File: src/rtl/disp_source_ctrl.sv
// Display source controller: picks one of five CPU observation buses with two
// debounced push-buttons and samples it into a registered display word at a
// fixed refresh rate. A freeze level holds the displayed word.

// Per-button front end: 2-flop synchronizer, stability counter, press pulse.
module disp_debounce #(
  parameter int DEBOUNCE_CYCLES = 1000000,
  parameter int CNT_W           = 26
) (
  input  logic clk,
  input  logic rst_n,
  input  logic btn_i,
  output logic press_o
);
  localparam logic [CNT_W-1:0] CNT_LAST = CNT_W'(DEBOUNCE_CYCLES - 1);

  logic             sync1_q, sync2_q;
  logic             deb_q, deb_d;
  logic             press_q, press_d;
  logic [CNT_W-1:0] cnt_q, cnt_d;

  // Count while the synchronized level differs; accept it after a full window.
  always_comb begin
    cnt_d   = '0;
    deb_d   = deb_q;
    press_d = 1'b0;
    if (sync2_q != deb_q) begin
      if (cnt_q == CNT_LAST) begin
        deb_d   = sync2_q;
        press_d = sync2_q;   // only the rising debounced edge is a press
      end else begin
        cnt_d = cnt_q + CNT_W'(1);
      end
    end
  end

  // Synchronizer, debounce state and registered press pulse.
  always_ff @(posedge clk or negedge rst_n) begin
    if (!rst_n) begin
      sync1_q <= 1'b0;
      sync2_q <= 1'b0;
      deb_q   <= 1'b0;
      cnt_q   <= '0;
      press_q <= 1'b0;
    end else begin
      sync1_q <= btn_i;
      sync2_q <= sync1_q;
      deb_q   <= deb_d;
      cnt_q   <= cnt_d;
      press_q <= press_d;
    end
  end

  assign press_o = press_q;
endmodule

module disp_source_ctrl #(
  parameter int DEBOUNCE_CYCLES = 1000000,
  parameter int REFRESH_CYCLES  = 5000000,
  parameter int CNT_W           = 26
) (
  input  logic        clk,
  input  logic        rst_n,
  input  logic [31:0] pc,
  input  logic [31:0] instr,
  input  logic [31:0] alu_out,
  input  logic [31:0] reg_rdata,
  input  logic [31:0] mem_rdata,
  input  logic        btn_next,
  input  logic        btn_prev,
  input  logic        freeze,
  output logic [31:0] dout,
  output logic [2:0]  src_sel,
  output logic        sample_tick
);
  localparam logic [CNT_W-1:0] REF_LAST = CNT_W'(REFRESH_CYCLES - 1);

  logic [1:0]       btn_raw, press;   // [0]=next, [1]=prev
  logic [2:0]       sel_q, sel_d;
  logic             chg_q, chg_d;
  logic [CNT_W-1:0] ref_q, ref_d;
  logic             tick_q, tick_d;
  logic [31:0]      dout_q, dout_d;
  logic [31:0]      mux_val;

  assign btn_raw = {btn_prev, btn_next};

  for (genvar b = 0; b < 2; b++) begin : g_btn
    disp_debounce #(
      .DEBOUNCE_CYCLES(DEBOUNCE_CYCLES),
      .CNT_W          (CNT_W)
    ) u_deb (
      .clk    (clk),
      .rst_n  (rst_n),
      .btn_i  (btn_raw[b]),
      .press_o(press[b])
    );
  end

  // Step the selection with wrap; simultaneous presses cancel out.
  always_comb begin
    sel_d = sel_q;
    if (press[0] && !press[1])
      sel_d = (sel_q >= 3'd4) ? 3'd0 : sel_q + 3'd1;
    else if (press[1] && !press[0])
      sel_d = (sel_q == 3'd0) ? 3'd4 : sel_q - 3'd1;
    chg_d = (sel_d != sel_q);
  end

  // Source mux; indices 5..7 cannot be reached but read as zero.
  always_comb begin
    case (sel_q)
      3'd0:    mux_val = pc;
      3'd1:    mux_val = instr;
      3'd2:    mux_val = alu_out;
      3'd3:    mux_val = reg_rdata;
      3'd4:    mux_val = mem_rdata;
      default: mux_val = 32'h0;
    endcase
  end

  // Refresh timing and display load: freeze, then selection change, then tick.
  // A change seen while frozen is dropped so unfreezing never forces a load.
  always_comb begin
    ref_d  = (ref_q == REF_LAST) ? '0 : ref_q + CNT_W'(1);
    dout_d = dout_q;
    if (!freeze) begin
      if (chg_q) begin
        dout_d = mux_val;
        ref_d  = '0;
      end else if (tick_q) begin
        dout_d = mux_val;
      end
    end
    tick_d = (ref_d == REF_LAST);
  end

  // Output and control registers.
  always_ff @(posedge clk or negedge rst_n) begin
    if (!rst_n) begin
      sel_q  <= 3'd0;
      chg_q  <= 1'b0;
      ref_q  <= '0;
      tick_q <= 1'b0;
      dout_q <= 32'h0;
    end else begin
      sel_q  <= sel_d;
      chg_q  <= chg_d;
      ref_q  <= ref_d;
      tick_q <= tick_d;
      dout_q <= dout_d;
    end
  end

  assign dout        = dout_q;
  assign src_sel     = sel_q;
  assign sample_tick = tick_q;
endmodule

File: config.mk
export PLATFORM = sky130hd
export DESIGN_NAME = disp_source_ctrl
export DESIGN_NICKNAME = d
export VERILOG_FILES = /design/src/rtl/disp_source_ctrl.sv
export SDC_FILE = /design/constraint.sdc
export NUM_CORES = 1
export LEC_CHECK = 0
export CAP_MARGIN = 40
export CORE_ASPECT_RATIO = 0.75
export CORE_MARGIN = 3
export CORE_UTILIZATION = 42
export DETAILED_ROUTE_END_ITERATION = 6
export GPL_TIMING_DRIVEN = 0
export PLACE_DENSITY_LB_ADDON = 0.15
export SYNTH_ARGS = -nofsm -noshare
export SYNTH_HDL_FRONTEND = slang
export SYNTH_SLANG_ARGS = --single-unit
File: constraint.sdc
create_clock -name clk -period 2.6 [get_ports clk]
set_input_delay 0.52 -clock clk [delete_from_list [all_inputs] [get_ports clk]]
set_output_delay 0.52 -clock clk [all_outputs]
set_load 0.03 [all_outputs]
## After elaboration in Yosys (flattened, before gate mapping)

Index checks and enable logic that the tools add are counted.

| cells by class | value |
|---|---|
| $lt $le $gt $ge | 1 |
| add/subtract/negate cells | 5 |
| reduce and logical (&&, ||, !) cells | 9 |
| bitwise logic cells | 1 |
| muxes and demuxes | 18 |
| eq/ne operators | 11 |

Operators by type and width:

| kind | count |
|---|---|
| $mux 26 | 7 |
| $pmux 32 s5 | 1 |
| $add 26x1->26 const B | 3 |
| $mux 32 | 2 |
| $eq 26x20->1 const B | 2 |
| $eq 26x23->1 const B | 2 |
| $mux 3 | 4 |
| $eq 3x2->1 const B | 2 |
| $reduce_and 2->1 | 3 |
| $mux 1 | 4 |
| $add 3x1->3 const B | 1 |
| $eq 3x1->1 const B | 1 |
| $eq 3x3->1 const B | 1 |
| $ge 3x3->1 const B | 1 |
| $logic_not 3->1 | 1 |
| $ne 3x3->1 | 1 |
| $sub 3x1->3 const B | 1 |
| $logic_and 1x1->1 | 2 |
| $logic_not 1->1 | 2 |
| $ne 1x1->1 | 2 |
| $reduce_bool 2->1 | 1 |
| $not 1->1 | 1 |

| storage, ports and cells | value |
|---|---|
| output and inout bits | 36 |
| input bits | 165 |
| bits in registers | 123 |

## Longest topological paths before layout

Gate-level depths: netlist of the first run.

| depth | value |
|---|---|
| depth after elaboration | 5 |
| depth in mapped cells | 10 |

## Cells and area by module

From an unflattened synthesis of the first run, not the netlist that was laid out.

| second synthesis, totals | value |
|---|---|
| cell total of the unflattened synthesis | 687 |
| area total of the unflattened synthesis | 6832.8 um^2 |

Modules (own cells, without submodules):

| module | cells each | area each (um^2) | instances | seq. area each (um^2) |
|---|---|---|---|---|
| disp_source_ctrl | 389 | 3854.9 | 1 | 1576.5 |
| disp_debounce | 149 | 1488.9 | 2 | 750.7 |

## Worst setup path after synthesis of the first run

OpenSTA, ideal clock, no wires.

| path | value |
|---|---|
| kind | register to register |
| start point | register sel_q[0], in the netlist src_sel[0] |
| end point | register dout_q[14], in the netlist dout[14] |
| period minus slack after synthesis | 2.201 ns |
| stages on the path, launching flop included | 9 |
| slack | 0.399 ns |
| setup time | 0.118 ns |
| arrival | 2.083 ns |
| cell sequence | dfrtp_1 -> inv_1 -> ha_1 -> ha_1 -> clkbuf_1 -> clkbuf_1 -> a222oi_1 -> a211oi_1 -> a21o_1 |

| on the way | value |
|---|---|
| word-level cells in the longest chain between the ends | 4 |
| elaborated cells between the ends (all ways) | 8 |
| classes of those cells | eq/ne: 4; mux: 3; reduce/logical: 1 |

Ends and longest elaborated chain:

| element | line | RTL |
|---|---|---|
| start: declaration | 79 | `logic [2:0] sel_q, sel_d;` |
| start signal: assignment | 147 | `sel_q <= sel_d;` |
| $eq 3x3->1, or another cell as far along | 112 | `case (sel_q)` |
| $pmux 32 s5 (*) | 112 |  |
| $mux 32 | 131 | `end else if (tick_q) begin` |
| $mux 32 (*) | 128 | `if (chg_q) begin` |
| end signal: assignment | 151 | `dout_q <= dout_d;` |
| end: declaration | 83 | `logic [31:0] dout_q, dout_d;` |

Every way passes the cells marked *; elsewhere a longest branch is shown, timed or not. The select of a mux whose other input is x is not followed.
A chain may end at the register's enable or synchronous reset.

## Worst setup path after layout of the first run

| path | value |
|---|---|
| start point | register sel_q[1], in the netlist src_sel[1] |
| end point | register dout_q[0], in the netlist dout[0] |

The elaborated chain is that of the path after synthesis.

==> flow_summary.toml, run 1 <==
[outcome]
status = "completed"

[route]
drtIter0Drc = 553
wire_per_inst_um = 18.2
route.detailed.drc = 0
drt-vias-per-instance = 5.58
drt_wl_total_mm = 20.5
ant_nets = 0
dr_total_vias = 6278
dr.pass1.iters = 7

[synth]
synthArstFlopShare = 1.00
avgSynthCellArea_um2 = 9.78
synth.most_common_cell = "dfrtp_1"
synth_edf_count = 0
syn-num-nets = 856
ys_seq_elements = 123
synth_area_um2 = 6660
syn_inst = 681
yosysTopAreaCell = "dfrtp_1"
yosysWarnings = 0
synth.top_cell.area_share = 0.462
synth_common_cells = "dfrtp_1, nor2_1, clkbuf_1"
ys.flop_type = "dfrtp_1"
seq_area_frac_synth = 0.462
synth_area_leaders = "dfrtp_1, nor2_1, xor2_1"
ys_types = 53

[sta]
fmax_ghz = 0.401
setup_slack_ns = 0.107
max_slew_margin = 0.559
setup_viol_count_final = 0
min_period_ns = 2.49
worst_pin_slew_ns = 0.656
post-route-period-util = 0.959
holdWs_ns = 0.0786
fin_tns_setup_ns = 0
slew_viol_final = 0
finalHoldViolations = 0
rsz0062_at_grt = "yes"
clock_skew_ns = 0.0174

[worst_setup_path]
critPathMaxFanout = 10
cp.required_ns = 2.91
r2r-start = "src_sel[1]$_DFF_PN0_"
worstPathArrival_ns = 2.80
ff2ff_path_depth = 8
startpoint = "src_sel[1]$_DFF_PN0_"
endpoint_kind = "register"
r2r_setup_slack_ns = 0.11
regToRegEndpoint = "dout[0]$_DFFE_PN0P_"
worst-setup-path-type = "register to register"
endpoint = "dout[0]$_DFFE_PN0P_"
worst_setup_path_start_kind = "register"

[die]
start_util = 0.433
io_pins = 201
die_area_um2 = 17400
die-height_um = 115
core-area_um2 = 15400
die_w_um = 151
rows = 39

[power]
pwr-share-clk = 0.534
fin_total_pwr_mw = 4.91
irDropWorstVdd_mv = 0.334
comb_power_share = 0.072
p_sw_mw = 0.962
p_sw_frac = 0.196
pwr-share-seq = 0.394
p_int_mw = 3.95
power.density_nw_per_um2 = 506
p_leak_nw = 4.21

[clock_tree]
numCtsBuffers = 17
ctsRootBufferMaster = "clkbuf_16"
h-tree-depth = 4
clock_latency_ns = 0.42
cts.sinks = 123
cts.path.max_buffers = 2
cts_tree = "yes"
clkTransAtPathRegs_ns = 0.06
cts_hold_buf = 0

[place]
place_inst = 1087
hpwl_mm = 15.5
numPortBuffers = 200
dpl_worst_slack_ns = -0.00116
placedInstanceArea_um2 = 8950
gp_congestion = 0.912

[final_layout]
drive_gt1_frac = 0.0730
num-nets-final = 1080
finalNonFillerCells = 1125
area_growth_pct = 45.6
postLayoutCellArea_um2 = 9690
fin_util = 0.631

[global_route]
gr-total-overflow = 0
grt_usage = 0.235
grt_max_degree = 66
grt_pass1_wl_mm = 32.2
grt_pass1_vias = 6349
antenna_found_initial = 2

[flow_run]
maxCapViolations = 0

[hold_path]
hp-class = "primary input to asynchronous set/reset pin"
## per-layer routing
metal	up-vias	global-route usage	wire length, µm
li1	2976	-	-
met1	3049	0.315	8640
met2	230	0.371	10000
met3	23	0.0682	1460
met4	0	0.0737	357
met5	-	0	0
## registers in the layout (all words and copies together) (netlist names)
name,count
g_btn.u_deb.press_o,2
ref_q,26
g_btn.u_deb.cnt_q,52
g_btn.u_deb.sync1_q,2
g_btn.u_deb.sync2_q,2
dout,32
sample_tick,1
g_btn.u_deb.deb_q,2
chg_q,1
src_sel,3
## layout make-up
type	count	area, µm²
fillers	1237	5680
repair buffers	206	2070
multi-input cells	499	3400
clock inverters	11	190
flip-flops and latches	123	3080
inverters	16	60.1
plain buffers	42	168
diodes	2	5.00
clock buffers	21	470
well taps	205	256
## cells in the final DEF (no fill, tap or decap), drive strengths merged, types with 6 or more instances in the layout
cell type and count:
clkdlybuf4s50 199, dfrtp 123, nor2 95, clkbuf 61, xor2 39, nand2 35
xnor2 33, a21o 33, a222oi 32, a22oi 32, a211oi 32, nand3 32
nand4 20, nor4 19, inv 16, nor3 15, and3 11, ha 10
buf 9, a21oi 6
## power by group through the flow
stage	combinational (mW)	sequential, mW	clock (mW)
floorplan	0.0451	1.97	0
global placement	0.344	1.97	0
detailed placement	0.355	1.97	0
CTS	0.356	1.93	2.66
global route	0.380	1.94	2.76
finish	0.353	1.93	2.62
## kinds of logic (layout without fill, tap and decap cells)
kind of cell,count (synthesis),after routing,share of synthesized area
adder cells (fa/ha/maj),10,10,0.0188
buffers and inverters,59,296,0.0338
other,0,2,0
XOR/XNOR,72,72,0.0947
flip-flops,123,123,0.462
AO/OA/AOI/OAI,151,151,0.183
multiplexers,6,6,0.00958
AND/OR/NAND/NOR,260,260,0.198
## how the worst min path moves through the flow
stage / from / to / cells past startpoint
CTS: rst_n / g_btn[1].u_deb.cnt_q[13]$_DFF_PN0_ / 1
floorplan: rst_n / chg_q$_DFF_PN0_ / 0
global route: rst_n / g_btn[1].u_deb.cnt_q[13]$_DFF_PN0_ / 1
global placement: g_btn[0].u_deb.sync1_q$_DFF_PN0_ / g_btn[0].u_deb.sync2_q$_DFF_PN0_ / 0
detailed placement: g_btn[1].u_deb.sync1_q$_DFF_PN0_ / g_btn[1].u_deb.sync2_q$_DFF_PN0_ / 0
finish: rst_n / g_btn[1].u_deb.cnt_q[13]$_DFF_PN0_ / 1
## repair_timing
item,in CTS,in global routing
buffers inserted,0,5
setup endpoints to repair,3,52
gates resized for setup,1,16
pin swaps,1,4
## critical path: stages, from the launching register on
cell and delay [ns]:
dfrtp_1 0.51, inv_1 0.11, ha_1 0.25, ha_1 0.19, clkbuf_1 0.20, clkbuf_2 0.26
a222oi_1 0.52, a211oi_1 0.15, a21o_1 0.19
(Power assumes the default switching activity.)
==> run 2, diff against run 1 <==
--- a/config.mk
+++ b/config.mk
@@ -12,6 +12,7 @@
 export DETAILED_ROUTE_END_ITERATION = 6
 export GPL_TIMING_DRIVEN = 0
 export PLACE_DENSITY_LB_ADDON = 0.15
+export SLEW_MARGIN = 10
 export SYNTH_ARGS = -nofsm -noshare
 export SYNTH_HDL_FRONTEND = slang
 export SYNTH_SLANG_ARGS = --single-unit
==> results of run 2 <==
Same layout as run 1: the final DEF is identical, and so are final timing and power.
==> run 3, diff against run 2 <==
--- a/config.mk
+++ b/config.mk
@@ -12,6 +12,7 @@
 export DETAILED_ROUTE_END_ITERATION = 6
 export GPL_TIMING_DRIVEN = 0
 export PLACE_DENSITY_LB_ADDON = 0.15
+export SKIP_LAST_GASP = 1
 export SLEW_MARGIN = 10
 export SYNTH_ARGS = -nofsm -noshare
 export SYNTH_HDL_FRONTEND = slang
==> run 3 against run 2 <==
Against the previous run: core utilization about the same; largest power group unchanged; setup slack worse by 0.026 ns; critical endpoint is now sample_tick$_DFF_PN0_; sequential power about the same; cell count unchanged; worst hold slack worse by 0.0019 ns; die area unchanged; count of clock-buffer cells in the layout unchanged; critical path depth unchanged.
==> flow_summary.toml, run 3 (same netlist as run 1, synthesis figures left out) <==
[global_route]
grt_pass1_wl_mm = 32.2
grt_max_degree = 66
gr-total-overflow = 0
grt_pass1_vias = 6349
antenna_found_initial = 2
grt_usage = 0.235

[clock_tree]
clkTransAtPathRegs_ns = 0.06
cts.path.max_buffers = 2
cts.sinks = 123
cts_tree = "yes"
numCtsBuffers = 17
ctsRootBufferMaster = "clkbuf_16"
clock_latency_ns = 0.42
cts_hold_buf = 0
h-tree-depth = 4

[final_layout]
drive_gt1_frac = 0.0708
largest_reg_flops = 52
largest_register = "g_btn.u_deb.cnt_q"
num-nets-final = 1080
fillers = 1234
final_cell_mix = "clkdlybuf4s50_1, dfrtp_1, nor2_1, xor2_1, clkbuf_1"
final_common_cell = "clkdlybuf4s50_1"
area_growth_pct = 45.5

[place]
hpwl_mm = 15.5
numPortBuffers = 200
dpl_worst_slack_ns = -0.00116
gp_congestion = 0.912

[sta]
fmax_ghz = 0.397
clock_skew_ns = 0.0154
rsz0062_at_grt = "yes"
finalHoldViolations = 0
max_slew_margin = 0.559
post-route-period-util = 0.969
setup_slack_ns = 0.0813
slew_viol_final = 0
worst_pin_slew_ns = 0.656
holdWs_ns = 0.0767
setup_viol_count_final = 0
min_period_ns = 2.52

[worst_setup_path]
worst_setup_path_start_kind = "register"
worstPathArrival_ns = 2.81
endpoint_kind = "register"
worst-setup-path-type = "register to register"
cp.required_ns = 2.89
critPathMaxFanout = 8

[power]
pwr-share-clk = 0.534
irDropWorstVdd_mv = 0.331
comb_power_share = 0.072
p_sw_frac = 0.196
p_sw_mw = 0.963
p_leak_nw = 4.20
p_int_mw = 3.95
pwr-share-seq = 0.394
power.density_nw_per_um2 = 507

[die]
die_w_um = 151
rows = 39
core-area_um2 = 15400
die_area_um2 = 17400
io_pins = 201
start_util = 0.433
die-height_um = 115

[route]
wire_per_inst_um = 18.2
drtIter0Drc = 527
drt_wl_total_mm = 20.5
route.detailed.drc = 0
dr_total_vias = 6285
dr.pass1.iters = 6
drt-vias-per-instance = 5.59
ant_nets = 0

[outcome]
status = "completed"

[hold_path]
hp-class = "primary input to asynchronous set/reset pin"

[flow_run]
maxCapViolations = 0
==> run 3: cell counts in the layout (fill, tap and decap cells not counted) <==
Identical to the previous run, type by type.
==> run 3: timing repair <==
action	CTS	global route
gates resized for setup	1	14
setup buffers	0	5
setup endpoints to repair	3	52
pin swaps	1	4
==> run 3: power groups by stage <==
stage               Combinational, mW  Clock [mW]  Sequential, mW
floorplan                      0.0451           0            1.97
global placement                0.344           0            1.97
detailed placement              0.355           0            1.97
CTS                             0.356        2.66            1.93
global route                    0.380        2.76            1.94
finish                          0.353        2.62            1.93
==> run 3: metal layers <==
metal / GRT usage / vias to the layer above / wire, µm
met5: 0 / - / 0
met4: 0.0737 / 0 / 421
met3: 0.0682 / 27 / 1450
met2: 0.371 / 229 / 9960
met1: 0.315 / 3054 / 8640
li1: - / 2975 / -
==> run 3: final timing paths <==
| check | from | endpoint | slack (ns) | cells after the start |
|---|---|---|---|---|
| max | ref_q[1]$_DFF_PN0_ | sample_tick$_DFF_PN0_ | 0.08 | 8 |
| min | rst_n | g_btn[1].u_deb.cnt_q[13]$_DFF_PN0_ | 0.08 | 1 |
| max reg2reg | ref_q[1]$_DFF_PN0_ | sample_tick$_DFF_PN0_ | 0.08 | 8 |
| min reg2reg | g_btn[0].u_deb.sync1_q$_DFF_PN0_ | g_btn[0].u_deb.sync2_q$_DFF_PN0_ | 0.35 | 0 |
| max in group asynchronous | rst_n | ref_q[0]$_DFF_PN0_ | 1.79 | 2 |
| min in group clk | g_btn[0].u_deb.sync1_q$_DFF_PN0_ | g_btn[0].u_deb.sync2_q$_DFF_PN0_ | 0.35 | 0 |
==> run 3: worst max-delay path, cell delays in order, from the launching register on <==
cell      delay, ns
dfrtp_1        0.41
ha_2           0.25
nand4_4        0.19
or3_1          0.40
clkbuf_1       0.18
o31a_1         0.27
o21bai_2       0.16
o221ai_1       0.15
nor4_2         0.37
==> run 3: cell type report <==
class | instances | area, µm² | share of cell area
sequential | 123 | 3080 | 0.318
clock inverter | 11 | 190 | 0.0196
clock buffer | 21 | 470 | 0.0486
tap | 205 | 256 | 0.0265
inverter | 16 | 60.1 | 0.00620
multi-input combinational | 499 | 3390 | 0.350
timing repair buffer | 206 | 2070 | 0.214
antenna | 2 | 5.00 | 0.000517
buffer | 42 | 166 | 0.0172
==> run 3: metrics by stage <==
| stage | instance area, µm² | power (mW) | setup TNS (ns) | util | std cells |
|---|---|---|---|---|---|
| 6_report | 9690 | 4.91 | 0 | 0.630 | 1125 |
| 3_5_place_dp | 8950 | 2.32 | -0.00116 | 0.582 | 1087 |
| 3_3_place_gp | 8920 | 2.31 | -460.74 | 0.580 | 1086 |
| 5_1_grt | 9690 | 5.08 | -0.0828 | 0.630 | 1125 |
| 4_1_cts | 9610 | 4.95 | 0 | 0.625 | 1119 |
| 2_1_floorplan | 6660 | 2.01 | 0 | - | 681 |
